File: src/rtl/spi2axi_burst.sv
// SPI mode-0 slave bridging burst frames onto an AXI4-Lite master.
// SPI pins are oversampled in the AXI clock domain.
module spi2axi_burst #(
  parameter int ADDR_W     = 32,
  parameter int DATA_W     = 32,
  parameter int DUMMY_BITS = 8
) (
  input  logic                  axi_clk_i,
  input  logic                  axi_rstn_i,
  input  logic                  spi_sck_i,
  input  logic                  spi_ss_n_i,
  input  logic                  spi_mosi_i,
  output logic                  spi_miso_o,
  output logic                  spi_miso_oe_o,
  output logic [ADDR_W-1:0]     axi_awaddr,
  output logic [2:0]            axi_awprot,
  output logic                  axi_awvalid,
  input  logic                  axi_awready,
  output logic [DATA_W-1:0]     axi_wdata,
  output logic [DATA_W/8-1:0]   axi_wstrb,
  output logic                  axi_wvalid,
  input  logic                  axi_wready,
  input  logic [1:0]            axi_bresp,
  input  logic                  axi_bvalid,
  output logic                  axi_bready,
  output logic [ADDR_W-1:0]     axi_araddr,
  output logic [2:0]            axi_arprot,
  output logic                  axi_arvalid,
  input  logic                  axi_arready,
  input  logic [DATA_W-1:0]     axi_rdata,
  input  logic [1:0]            axi_rresp,
  input  logic                  axi_rvalid,
  output logic                  axi_rready,
  output logic                  busy_o,
  output logic [3:0]            err_o
);

  localparam int SW = (ADDR_W > DATA_W) ? ADDR_W : DATA_W;
  localparam int MX = (SW > DUMMY_BITS) ? SW : DUMMY_BITS;
  localparam int CW = $clog2(MX + 1);

  localparam logic [CW-1:0] CMD_L = CW'(7);
  localparam logic [CW-1:0] ADR_L = CW'(ADDR_W - 1);
  localparam logic [CW-1:0] DAT_L = CW'(DATA_W - 1);
  localparam logic [CW-1:0] DMY_L = CW'(DUMMY_BITS - 1);
  localparam logic [ADDR_W-1:0] STEP = ADDR_W'(DATA_W / 8);

  typedef enum logic [2:0] {
    IDLE, CMD, ADDR, WDATA, RDUMMY, RDATA, DRAIN
  } state_t;

  state_t              state;
  logic [2:0]          sck_q;
  logic [2:0]          ss_q;
  logic [1:0]          mosi_q;
  logic [CW-1:0]       cnt;
  logic [SW-1:0]       rx;
  logic [SW-1:0]       rx_nxt;
  logic                wr;
  logic                inc;
  logic [ADDR_W-1:0]   addr;
  logic [ADDR_W-1:0]   step;
  logic [DATA_W-1:0]   tx;
  logic [DATA_W-1:0]   pf;
  logic                pf_v;
  logic [DATA_W-1:0]   ld_word;
  logic                sck_rise;
  logic                sck_fall;
  logic                ss_fall;
  logic                ss_rise;
  logic                wr_out;
  logic                rd_out;

  assign sck_rise = sck_q[1] & ~sck_q[2];
  assign sck_fall = ~sck_q[1] & sck_q[2];
  assign ss_fall  = ~ss_q[1] & ss_q[2];
  assign ss_rise  = ss_q[1] & ~ss_q[2];
  assign rx_nxt   = {rx[SW-2:0], mosi_q[1]};
  assign wr_out   = axi_awvalid | axi_wvalid | axi_bready;
  assign rd_out   = axi_arvalid | axi_rready;
  assign step     = inc ? STEP : '0;
  assign ld_word  = pf_v ? pf : '0;

  assign spi_miso_oe_o = ~ss_q[1];
  assign busy_o        = (state != IDLE) | wr_out | rd_out;
  assign axi_awprot    = 3'b000;
  assign axi_arprot    = 3'b000;
  assign axi_wstrb     = '1;

  always_ff @(posedge axi_clk_i) begin
    if (!axi_rstn_i) begin
      state       <= IDLE;
      sck_q       <= '0;
      ss_q        <= '1;
      mosi_q      <= '0;
      cnt         <= '0;
      rx          <= '0;
      wr          <= 1'b0;
      inc         <= 1'b0;
      addr        <= '0;
      tx          <= '0;
      pf          <= '0;
      pf_v        <= 1'b0;
      err_o       <= '0;
      spi_miso_o  <= 1'b0;
      axi_awaddr  <= '0;
      axi_awvalid <= 1'b0;
      axi_wdata   <= '0;
      axi_wvalid  <= 1'b0;
      axi_bready  <= 1'b0;
      axi_araddr  <= '0;
      axi_arvalid <= 1'b0;
      axi_rready  <= 1'b0;
    end else begin
      sck_q  <= {sck_q[1:0], spi_sck_i};
      ss_q   <= {ss_q[1:0], spi_ss_n_i};
      mosi_q <= {mosi_q[0], spi_mosi_i};

      if (axi_awvalid && axi_awready) axi_awvalid <= 1'b0;
      if (axi_wvalid && axi_wready) axi_wvalid <= 1'b0;
      if (axi_arvalid && axi_arready) axi_arvalid <= 1'b0;
      if (axi_bready && axi_bvalid) begin
        axi_bready <= 1'b0;
        if (axi_bresp != 2'b00) err_o[0] <= 1'b1;
      end

      if (ss_rise && state != IDLE) begin
        state <= DRAIN;
      end else begin
        unique case (state)
          IDLE: if (ss_fall) begin
            state <= CMD;
            cnt   <= '0;
            err_o <= '0;
          end
          CMD: if (sck_rise) begin
            rx  <= rx_nxt;
            cnt <= cnt + 1'b1;
            if (cnt == CMD_L) begin
              wr    <= rx_nxt[7];
              inc   <= rx_nxt[6];
              cnt   <= '0;
              state <= ADDR;
            end
          end
          ADDR: if (sck_rise) begin
            rx  <= rx_nxt;
            cnt <= cnt + 1'b1;
            if (cnt == ADR_L) begin
              cnt <= '0;
              if (wr) begin
                addr  <= rx_nxt[ADDR_W-1:0];
                state <= WDATA;
              end else begin
                axi_araddr  <= rx_nxt[ADDR_W-1:0];
                axi_arvalid <= 1'b1;
                axi_rready  <= 1'b1;
                addr        <= rx_nxt[ADDR_W-1:0] + step;
                state       <= RDUMMY;
              end
            end
          end
          WDATA: if (sck_rise) begin
            rx  <= rx_nxt;
            cnt <= cnt + 1'b1;
            if (cnt == DAT_L) begin
              cnt <= '0;
              if (wr_out) begin
                err_o[2] <= 1'b1;
              end else begin
                axi_awaddr  <= addr;
                axi_wdata   <= rx_nxt[DATA_W-1:0];
                axi_awvalid <= 1'b1;
                axi_wvalid  <= 1'b1;
                axi_bready  <= 1'b1;
                addr        <= addr + step;
              end
            end
          end
          RDUMMY: if (sck_rise) begin
            cnt <= cnt + 1'b1;
            if (cnt == DMY_L) begin
              cnt   <= '0;
              state <= RDATA;
            end
          end
          RDATA: begin
            if (sck_rise) begin
              cnt <= (cnt == DAT_L) ? '0 : cnt + 1'b1;
            end else if (sck_fall) begin
              // word boundary: present the prefetch and refill it
              if (cnt == '0) begin
                spi_miso_o <= ld_word[DATA_W-1];
                tx         <= {ld_word[DATA_W-2:0], 1'b0};
                pf_v       <= 1'b0;
                if (!pf_v) err_o[3] <= 1'b1;
                if (!rd_out) begin
                  axi_araddr  <= addr;
                  axi_arvalid <= 1'b1;
                  axi_rready  <= 1'b1;
                  addr        <= addr + step;
                end
              end else begin
                spi_miso_o <= tx[DATA_W-1];
                tx         <= {tx[DATA_W-2:0], 1'b0};
              end
            end
          end
          DRAIN: if (!wr_out && !rd_out) begin
            state      <= IDLE;
            spi_miso_o <= 1'b0;
            pf_v       <= 1'b0;
          end
          default: state <= IDLE;
        endcase
      end

      // late capture wins over the load-time clear of the prefetch
      if (axi_rready && axi_rvalid) begin
        axi_rready <= 1'b0;
        pf         <= axi_rdata;
        pf_v       <= 1'b1;
        if (axi_rresp != 2'b00) err_o[1] <= 1'b1;
      end
    end
  end

endmodule

File: config.mk
export PLATFORM = sky130hd
export DESIGN_NAME = spi2axi_burst
export DESIGN_NICKNAME = d
export VERILOG_FILES = /design/src/rtl/spi2axi_burst.sv
export SDC_FILE = /design/constraint.sdc
export NUM_CORES = 1
export LEC_CHECK = 0
export ABC_CLOCK_PERIOD_IN_PS = 2900
export CORE_ASPECT_RATIO = 1.75
export CORE_MARGIN = 5
export CORE_UTILIZATION = 55
export CTS_CLUSTER_SIZE = 10
export DETAILED_ROUTE_END_ITERATION = 12
export PLACE_DENSITY = 0.79
export SLEW_MARGIN = 20
export SYNTH_ARGS = -nofsm -noshare
export SYNTH_HDL_FRONTEND = slang
export SYNTH_SLANG_ARGS = --single-unit
File: constraint.sdc
create_clock -name axi_clk_i -period 2.9 [get_ports axi_clk_i]
set_input_delay 0.58 -clock axi_clk_i [delete_from_list [all_inputs] [get_ports axi_clk_i]]
set_output_delay 0.58 -clock axi_clk_i [all_outputs]
set_load 0.02 [all_outputs]
---- Word level (Yosys, flattened, before mapping) ----
Index checks and enable logic that the tools add are counted.
word-level totals
  output and inout port bits .............. 118
  register bits ........................... 253
operators by class
  bitwise gates (word level) .............. 18
  mux-type cells .......................... 102
  eq/ne operators ......................... 42
  reductions and logical operators ........ 40
  $add $sub $neg .......................... 3
operators with widths
  operator                                               count
  2-to-1 mux 32 bit                                      19
  case mux 32 bit (3 select lines)                       1
  adder 32 x 3 -> 32 bit                                 2
  case mux 32 bit (2 select lines)                       1
  2-to-1 mux 1 bit                                       54
  inequality test 2 bit, second input constant           18
  inequality test 3 bit, second input constant           12
  2-to-1 mux 3 bit                                       11
  2-to-1 mux 6 bit                                       5
  AND reduction 9 bit                                    3
  case mux 3 bit (6 select lines)                        1
  case mux 6 bit (3 select lines)                        1
  AND reduction 5 bit                                    3
  case mux 1 bit (2 select lines)                        6
  AND reduction 6 bit                                    2
  nonzero test 2 bit                                     6
  nonzero test 3 bit                                     4
  AND reduction 11 bit                                   1
  == test 3 bit, second input constant                   3
  inverter 1 bit                                         9
  inequality test 2 x 1 -> 1 bit, second input constant  4
  AND reduction 4 bit                                    2
  OR reduction 2 bit                                     4
  logical AND 1 bit                                      7
  other kinds (15)                                       26

---- Logic depth before layout (Yosys ltp) ----
Gate-level depths: netlist of the first run.
  word-level depth ........................ 8
  depth in mapped cells ................... 11

---- Worst setup path before layout of the first run ----
OpenSTA, ideal clock, no wires.
  kind .................................... register -> register
  start point ............................. reg rx[1]
  end point ............................... reg addr[24]
  required time ........................... 2.830 ns
  path slack .............................. 0.506 ns
  cell stages (with the launch flop) ...... 10
  buffers on the path ..................... 1
  library setup time ...................... 0.070 ns
  data arrival time ....................... 2.324 ns
  cell sequence ........................... dfxtp_1 ha_1 ha_1 nand3b_4 or4_4 buf_6 or4_1 a21oi_1 o21ai_0 a21oi_1
between the ends
  longest elaborated chain between the ends .. 5
RTL lines
  item                              line  RTL
  start, declared                   57    logic [SW-1:0] rx;
  start signal, assigned            137   rx <= rx_nxt;
  start signal, assigned            147   rx <= rx_nxt;
  start signal, assigned            164   rx <= rx_nxt;
  adder 32 x 3 -> 32 bit            158   addr <= rx_nxt[ADDR_W-1:0] + step;
  2-to-1 mux 32 bit                 151   if (wr) begin
  2-to-1 mux 32 bit                 149   if (cnt == ADR_L) begin
  2-to-1 mux 32 bit                 146   ADDR: if (sck_rise) begin
  case mux 32 bit (3 select lines)  130   unique case (state)
  end signal, assigned              152   addr <= rx_nxt[ADDR_W-1:0];
  end signal, assigned              158
  end signal, assigned              176   addr <= addr + step;
  end, declared                     61    logic [ADDR_W-1:0] addr;
Every way passes these cells. The select of a mux whose other input is x is not followed.
A chain may end at the register's enable or synchronous reset.

---- Worst setup path after layout of the first run ----
  start point ............................. reg state[2]
  end point ............................... out busy_o
between the ends
  longest elaborated chain between the ends .. 3
RTL lines
  item                           line  RTL
  start, declared                52    state_t state;
  start signal, assigned         92    state <= IDLE;
  start signal, assigned         128   state <= DRAIN;
  start signal, assigned         132   state <= CMD;
  nonzero test 3 bit             85    assign busy_o = (state != IDLE) | wr_out | rd_out;
  bitwise OR 1 bit (2 in a row)  85
  end, declared                  34    output logic busy_o,
Every way passes these cells.

==> results by group, run 1 <==
Layout
  – Commonest cells after routing, fill and taps aside: 403 x nand2_1, 251 x dfxtp_1, 181 x a21oi_1
  – Final Net Count: 1,644
  – Ant diodes: 0
  – Fillers: 1,829
  – Area Overhead vs Synth: 20.5%
  – Commonest non-fill, non-tap cell in the layout: nand2_1
  – Share of cells above drive strength 1: 0.0622
  – Finished Cell Area: ~14,000 µm²

Yosys
  – Largest family of logic cells by synthesized area: simple AND/OR/NAND/NOR gates
  – Area share of the largest cell type after synthesis: 0.439
  – Synth Cell Area: about 11,000 µm²
  – Post-synth EDFFs: 0
  – Synth Flop Type: dfxtp_1
  – Synth Area in Adders: 0.00653
  – Warnings from Yosys: 0
  – Synth Area in XOR/XNOR: 0.0221
  – Yosys cell types: 72
  – Synth Area in Simple Gates: 0.271
  – Register area share after synthesis: 0.439
  – Post-synth top area cell: dfxtp_1
  – Compound-cell area share of the yosys netlist: 0.183
  – Synth Instances: between 1,500 and 2,000
  – Synth top area cells: dfxtp_1 44%, nand2_1 13%, a21oi_1 7.9%
  – Post-synthesis mux area share: 0.00794
  – Synth Register Bits: 252
  – Async SR Flop Fraction: 0
  – Syn avg cell area: 7.65 µm²

Hold path
  – Min-Delay Path Class: reg -> reg

Timing
  – Final period utilization: 0.949
  – Fmax: between 300 and 400 MHz
  – RSZ-0062 raised after global routing: no
  – Tmin final: 2.75 ns
  – Hold Vio Cnt, Final: 0
  – Setup TNS: 0 ns
  – Final setup violation count: 0
  – Worst Max-Slew Pin Slew: between 0.7 and 0.8 ns
  – Setup Skew: 0.0149 ns
  – Worst slew margin: 0.511
  – Pins Over Slew Limit: 0

Clocking
  – CTS resizes: 0
  – Hold_buf cts: 0
  – Clock Sink Count: ~250
  – Num CTS Buffers: 29
  – CTS tree: done
  – Clock Latency Late Sink: about 0.54 ns
  – Bufs on Longest Clock Path: 3
  – Setup Fix Bufs, Post-CTS: 0
  – Maximum level of the CTS H-tree: 1
  – Root Buffer: clkbuf_16
  – Worst-path clk slew: 0.06 ns

Global routing
  – Pin count of the biggest net entering global routing: 67
  – Total GRT Usage: 0.264
  – First-pass GRT wire length: about 54 mm
  – Gr ovfl total: 0
  – Vias in the first global route: 10,800
  – Initial antenna violation count: 0

Floorplan
  – Die X: roughly 120 µm
  – Die Ht: 201 µm
  – Core area: 20,800 µm²
  – Die ar.: 24,000 µm²
  – Io pins: about 160
  – # rows: 70
  – Starting Density: 0.554

Pwr
  – Pwr Total: between 9000 and 10,000 µW
  – Power Density: 700 nW/µm²
  – Lkg Pwr: 0.00443 µW
  – Max VDD drop: 0.000451 V

Detailed routing
  – Routed WL: 32.2 mm
  – DR DRC count: 0
  – Vias: about 11,000
  – Wirelength per Cell: 17.5 µm
  – Via density: about 6
  – Post-DRT Antenna Nets: 0
  – Detailed Route Iter0 Violations: a little under 1,000
  – DRT Pass-1 Iters: 7

Placement
  – DP HPWL: 21.7 mm
  – Area after DPL: 13,100 µm²
  – I/O Buffers: between 150 and 200
  – Gp weighted congestion: 0.910

Outcome
  – Status: finished clean

Critical path
  – Critical Path RT: between 2 and 2.5 ns
  – Crit start category: register
  – CP max stage cell: dfxtp_1
  – CP max stage delay: 0.75 ns
  – CP cell instances: nor3_2 -> nand2_1 -> clkdlybuf4s50_1
  – Arr. time, crit path: 2.17 ns
  – Worst-path fanout max: 19
  – CP endpoint kind: primary output
  – Critical path class: reg -> out

Run
  – Total of max-cap violations: 0
flip-flops by register name, indices dropped and copies added, names as in the netlist:
| register | cells |
|---|---|
| addr | 32 |
| axi_araddr | 32 |
| axi_awaddr | 32 |
| axi_wdata | 32 |
| pf | 32 |
| rx | 31 |
| tx | 31 |
| cnt | 6 |
| err_o | 4 |
| sck_q | 3 |
| ss_q | 3 |
| state | 3 |
| mosi_q | 2 |
| axi_arvalid | 1 |
| axi_awvalid | 1 |
| axi_bready | 1 |
| axi_rready | 1 |
| axi_wvalid | 1 |
| inc | 1 |
| pf_v | 1 |
| spi_miso_o | 1 |
| wr | 1 |
where the power goes:
group / switching, µW / internal (µW) / leakage, µW
clock: 1330 / 1770 / 0.000369
combinational: 1540 / 999 / 0.00202
sequential: 310 / 3750 / 0.00204
Yosys cell counts (3+ instances only):
cell type  instances
nand4_1           15
a31oi_1            9
xnor2_1           16
dfxtp_1          252
nor4_1             9
a211oi_1           8
a22oi_1            6
or4_1              6
or3_1              3
o32ai_1            3
mux2i_1            8
nor3b_1            4
nand3b_1           5
xor2_1            13
buf_2              9
a21oi_1          181
and3_1             7
buf_6              4
clkbuf_8          10
buf_4             11
ha_1               6
nand2b_1          13
and3_2             4
a311oi_1          59
nor2b_1            5
nor3_1            26
nor2_1           111
inv_1             16
nand2_1          403
nand3_1           56
buf_1              3
o31ai_1            4
o21ai_0           42
o22ai_1            7
clkbuf_1         106
and2_1            13
o211ai_1           8
per-stage QoR:
step / setup slack, ns / util / cells / hold WS, ns
2_1_floorplan: 0.506 / - / 1512 / 0.386
3_3_place_gp: 0.407 / 0.631 / 1813 / 0.418
3_5_place_dp: 0.339 / 0.631 / 1813 / 0.423
4_1_cts: 0.00853 / 0.667 / 1844 / 0.444
5_1_grt: 0.0303 / 0.667 / 1844 / 0.465
6_report: 0.148 / 0.667 / 1844 / 0.436
kinds of logic after synthesis:
| logic type | after synthesis |
|---|---|
| adders and majority gates | 6 |
| muxes | 9 |
| DFF | 252 |
| and+or+nand+nor | 701 |
| buffers and inverters | 162 |
| xor gates and xnor gates | 29 |
| other | 2 |
| AOI/OAI and AO/OA | 343 |
layer usage:
| layer | wire length [µm] | vias up | global-route usage | share of wire |
|---|---|---|---|---|
| li1 | - | 5298 | - | - |
| met1 | 12600 | 5130 | 0.303 | 0.39 |
| met2 | 17100 | 321 | 0.492 | 0.53 |
| met3 | 1580 | 65 | 0.0349 | 0.049 |
| met4 | 967 | 0 | 0.0987 | 0.030 |
| met5 | 0 | - | 0 | 0 |
area by class of cell:
class,instances,area [µm²],area share
Timing Repair Buffer,194,1950,0.141
Sequential cell,252,5050,0.364
Clock inverter,1,8.76,0.000632
Inverter,17,68.8,0.00497
Tap cell,252,315,0.0228
Multi-Input combinational cell,1098,5720,0.413
Clock buffer,30,739,0.0534
path summary, 6_finish.rpt:
kind                                from  endpoint  slack (ns)  depth (start not counted)
worst max-delay path            state[2]    busy_o        0.15                          3
worst min-delay path            sck_q[0]  sck_q[1]        0.44                          1
worst max register to register     rx[1]  addr[30]        0.31                          8
worst min register to register  sck_q[0]  sck_q[1]        0.44                          1
worst max-delay path: cells and delay by family, from the launching register on:
family	cells	cell delay [ns]
flip-flops	1	0.75
buffers and inverters	1	0.63
AND/OR/NAND/NOR	2	0.26
No activity file was read; power rests on OpenSTA's default activity.
==> run 2, diff against run 1 <==
--- a/config.mk
+++ b/config.mk
@@ -8,10 +8,11 @@
 export ABC_CLOCK_PERIOD_IN_PS = 2900
 export CORE_ASPECT_RATIO = 1.75
 export CORE_MARGIN = 5
-export CORE_UTILIZATION = 55
+export CORE_UTILIZATION = 30
 export CTS_CLUSTER_SIZE = 10
 export DETAILED_ROUTE_END_ITERATION = 12
-export PLACE_DENSITY = 0.79
+export DONT_BUFFER_PORTS = 1
+export PLACE_DENSITY = 0.43
 export SLEW_MARGIN = 20
 export SYNTH_ARGS = -nofsm -noshare
 export SYNTH_HDL_FRONTEND = slang
==> results by group, run 2 (synthesis gave the netlist of run 1 again) <==
Placement
  – Placed cell count: 1,896 (was 1,813)
  – DP HPWL: 25.5 mm (was 21.7 mm)
  – Gp weighted congestion: 0.814 (was 0.910)
  – I/O Buffers: 0 (was 153)

Run
  – Total of max-cap violations: 0 (unchanged)

Timing
  – RSZ-0062 raised after global routing: no (unchanged)
  – Final setup violation count: 0 (unchanged)
  – Setup Skew: 0.0137 ns (was 0.0149 ns)
  – Hold Vio Cnt, Final: 0 (unchanged)
  – Pins Over Slew Limit: 0 (unchanged)
  – Final period utilization: 0.911 (was 0.949)
  – Worst Max-Slew Pin Slew: 0.785 ns (was 0.734 ns)
  – Fmax: 378 MHz (was 363 MHz)
  – Setup TNS: 0 ns (unchanged)
  – Worst slew margin: 0.472 (was 0.511)
  – Tmin final: 2.64 ns (was 2.75 ns)

Critical path
  – R2r endpoint: addr[24] (was addr[30])
  – Worst-path fanout max: 6 (was 19)
  – Register-to-register setup slack: 0.29 ns (was 0.31 ns)
  – CP endpoint kind: primary output (unchanged)
  – CP cell instances: or3_1 -> nor3_1 -> nand2_1 (was nor3_2 -> nand2_1 -> clkdlybuf4s50_1)
  – CP max stage cell: or3_1 (was dfxtp_1)
  – Critical Path RT: 2.32 ns (about the same)
  – CP max stage delay: 0.58 ns (was 0.75 ns)
  – Crit start category: register (unchanged)
  – Critical path class: reg -> out (unchanged)
  – R2R Path Start: rx[1] (unchanged)
  – R2R depth: 8 (unchanged)
  – Arr. time, crit path: 2.06 ns (was 2.17 ns)

Clocking
  – Root Buffer: clkbuf_16 (unchanged)
  – Hold_buf cts: 0 (unchanged)
  – Clock Latency Late Sink: 0.56 ns (was 0.54 ns)
  – Bufs on Longest Clock Path: 3 (unchanged)
  – Maximum level of the CTS H-tree: 1 (unchanged)
  – Worst-path clk slew: 0.06 ns (about the same)
  – Setup Fix Bufs, Post-CTS: 0 (unchanged)
  – Clock Sink Count: 252 (unchanged)
  – CTS resizes: 0 (unchanged)
  – Num CTS Buffers: 29 (unchanged)
  – CTS tree: done (unchanged)

Detailed routing
  – DRT Pass-1 Iters: 6 (was 7)
  – Detailed Route Iter0 Violations: 545 (was 992)
  – Wirelength per Cell: 19.4 µm (was 17.5 µm)
  – Via density: 5.21 (was 5.86)
  – Post-DRT Antenna Nets: 0 (unchanged)
  – Routed WL: 37.4 mm (was 32.2 mm)
  – Vias: 10,100 (was 10,800)
  – DR DRC count: 0 (unchanged)

Pwr
  – Max VDD drop: 0.000398 V (was 0.000451 V)
  – Lkg Pwr: 0.00391 µW (was 0.00443 µW)
  – Power Density: 752 nW/µm² (was 700 nW/µm²)

Floorplan
  – Die ar.: 42,500 µm² (was 24,000 µm²)
  – # rows: 95 (was 70)
  – Die Ht: 269 µm (was 201 µm)
  – Starting Density: 0.301 (was 0.554)
  – Core area: 38,200 µm² (was 20,800 µm²)
  – Die X: 158 µm (was 119 µm)
  – Io pins: 164 (unchanged)

Layout
  – Final Net Count: 1,494 (was 1,644)
  – Non-filler cells, final: 1,930 (was 1,844)
  – Share of cells above drive strength 1: 0.0699 (was 0.0622)
  – Commonest non-fill, non-tap cell in the layout: nand2_1 (unchanged)
  – Ant diodes: 0 (unchanged)
  – Commonest cells after routing, fill and taps aside: 403 x nand2_1, 252 x dfxtp_1, 181 x a21oi_1 (was 403 x nand2_1, 251 x dfxtp_1, 181 x a21oi_1)
  – Area Overhead vs Synth: 9.99% (was 20.5%)

Hold path
  – Min-Delay Path Class: in -> reg (was reg -> reg)
  – Min-Delay Endpoint: ss_q[2] (was sck_q[1])
  – Worst min-delay path startpoint: axi_rstn_i (was sck_q[0])
  – Hold depth: 1 (unchanged)

Global routing
  – Gr ovfl total: 0 (unchanged)
  – Total GRT Usage: 0.169 (was 0.264)
  – Pin count of the biggest net entering global routing: 82 (was 67)
  – First-pass GRT wire length: 57.5 mm (was 53.6 mm)
  – Initial antenna violation count: 0 (unchanged)
  – Vias in the first global route: 9,753 (was 10,800)

Outcome
  – Status: finished clean (unchanged)
==> run 2: cell type report <==
cell class | count | area (µm²)
repair buffers | 44 | 443
multi-input cells | 1098 | 5710
inverters | 17 | 68.8
clock buffers | 32 | 757
fillers | 4077 | 25500
clock inverters | 2 | 13.8
flip-flops and latches | 252 | 5040
well taps | 485 | 607
==> run 2: worst max-delay path by stage <==
| stage | from | cells after the start | to |
|---|---|---|---|
| floorplan | rx[1] | 9 | addr[24] |
| global placement | rx[1] | 8 | addr[24] |
| detailed placement | rx[1] | 8 | addr[24] |
| CTS | axi_wvalid | 3 | busy_o |
| global route | rx[1] | 8 | addr[24] |
| finish | axi_wvalid | 3 | busy_o |
==> run 2: worst max-delay path, delay by kind of cell, from the launching register on <==
family | cells | cell delay [ns]
and+or+nand+nor | 3 | 1.12
DFF | 1 | 0.38
==> run 2: per-stage QoR <==
stage | util | total power [µW] | hold slack, ns | instance area [µm²] | worst slack (ns)
global placement | 0.311 | 6350 | 0.394 | 11900 | 0.319
finish | 0.331 | 9520 | 0.106 | 12600 | 0.257
global route | 0.331 | 10000 | 0.0831 | 12600 | 0.0657
CTS | 0.331 | 9700 | 0.0763 | 12600 | 0.151
detailed placement | 0.311 | 6370 | 0.396 | 11900 | 0.287
floorplan | - | 5670 | 0.386 | 11500 | 0.506
==> run 2: where the power goes <==
group / internal [µW] / switching (µW) / total (µW) / leakage, µW
logic: 670 / 1290 / 1960 / 0.00149
clock network: 1810 / 1450 / 3260 / 0.000381
registers: 3750 / 547 / 4290 / 0.00204
total: 6230 / 3290 / 9520 / 0.00391
==> run 2: routing by layer <==
metal	global-route usage	vias up	part of all wire
met3	0.0259	53	0.044
li1	-	4999	-
met1	0.190	4806	0.39
met2	0.327	200	0.55
met5	0	-	0
met4	0.0452	0	0.023
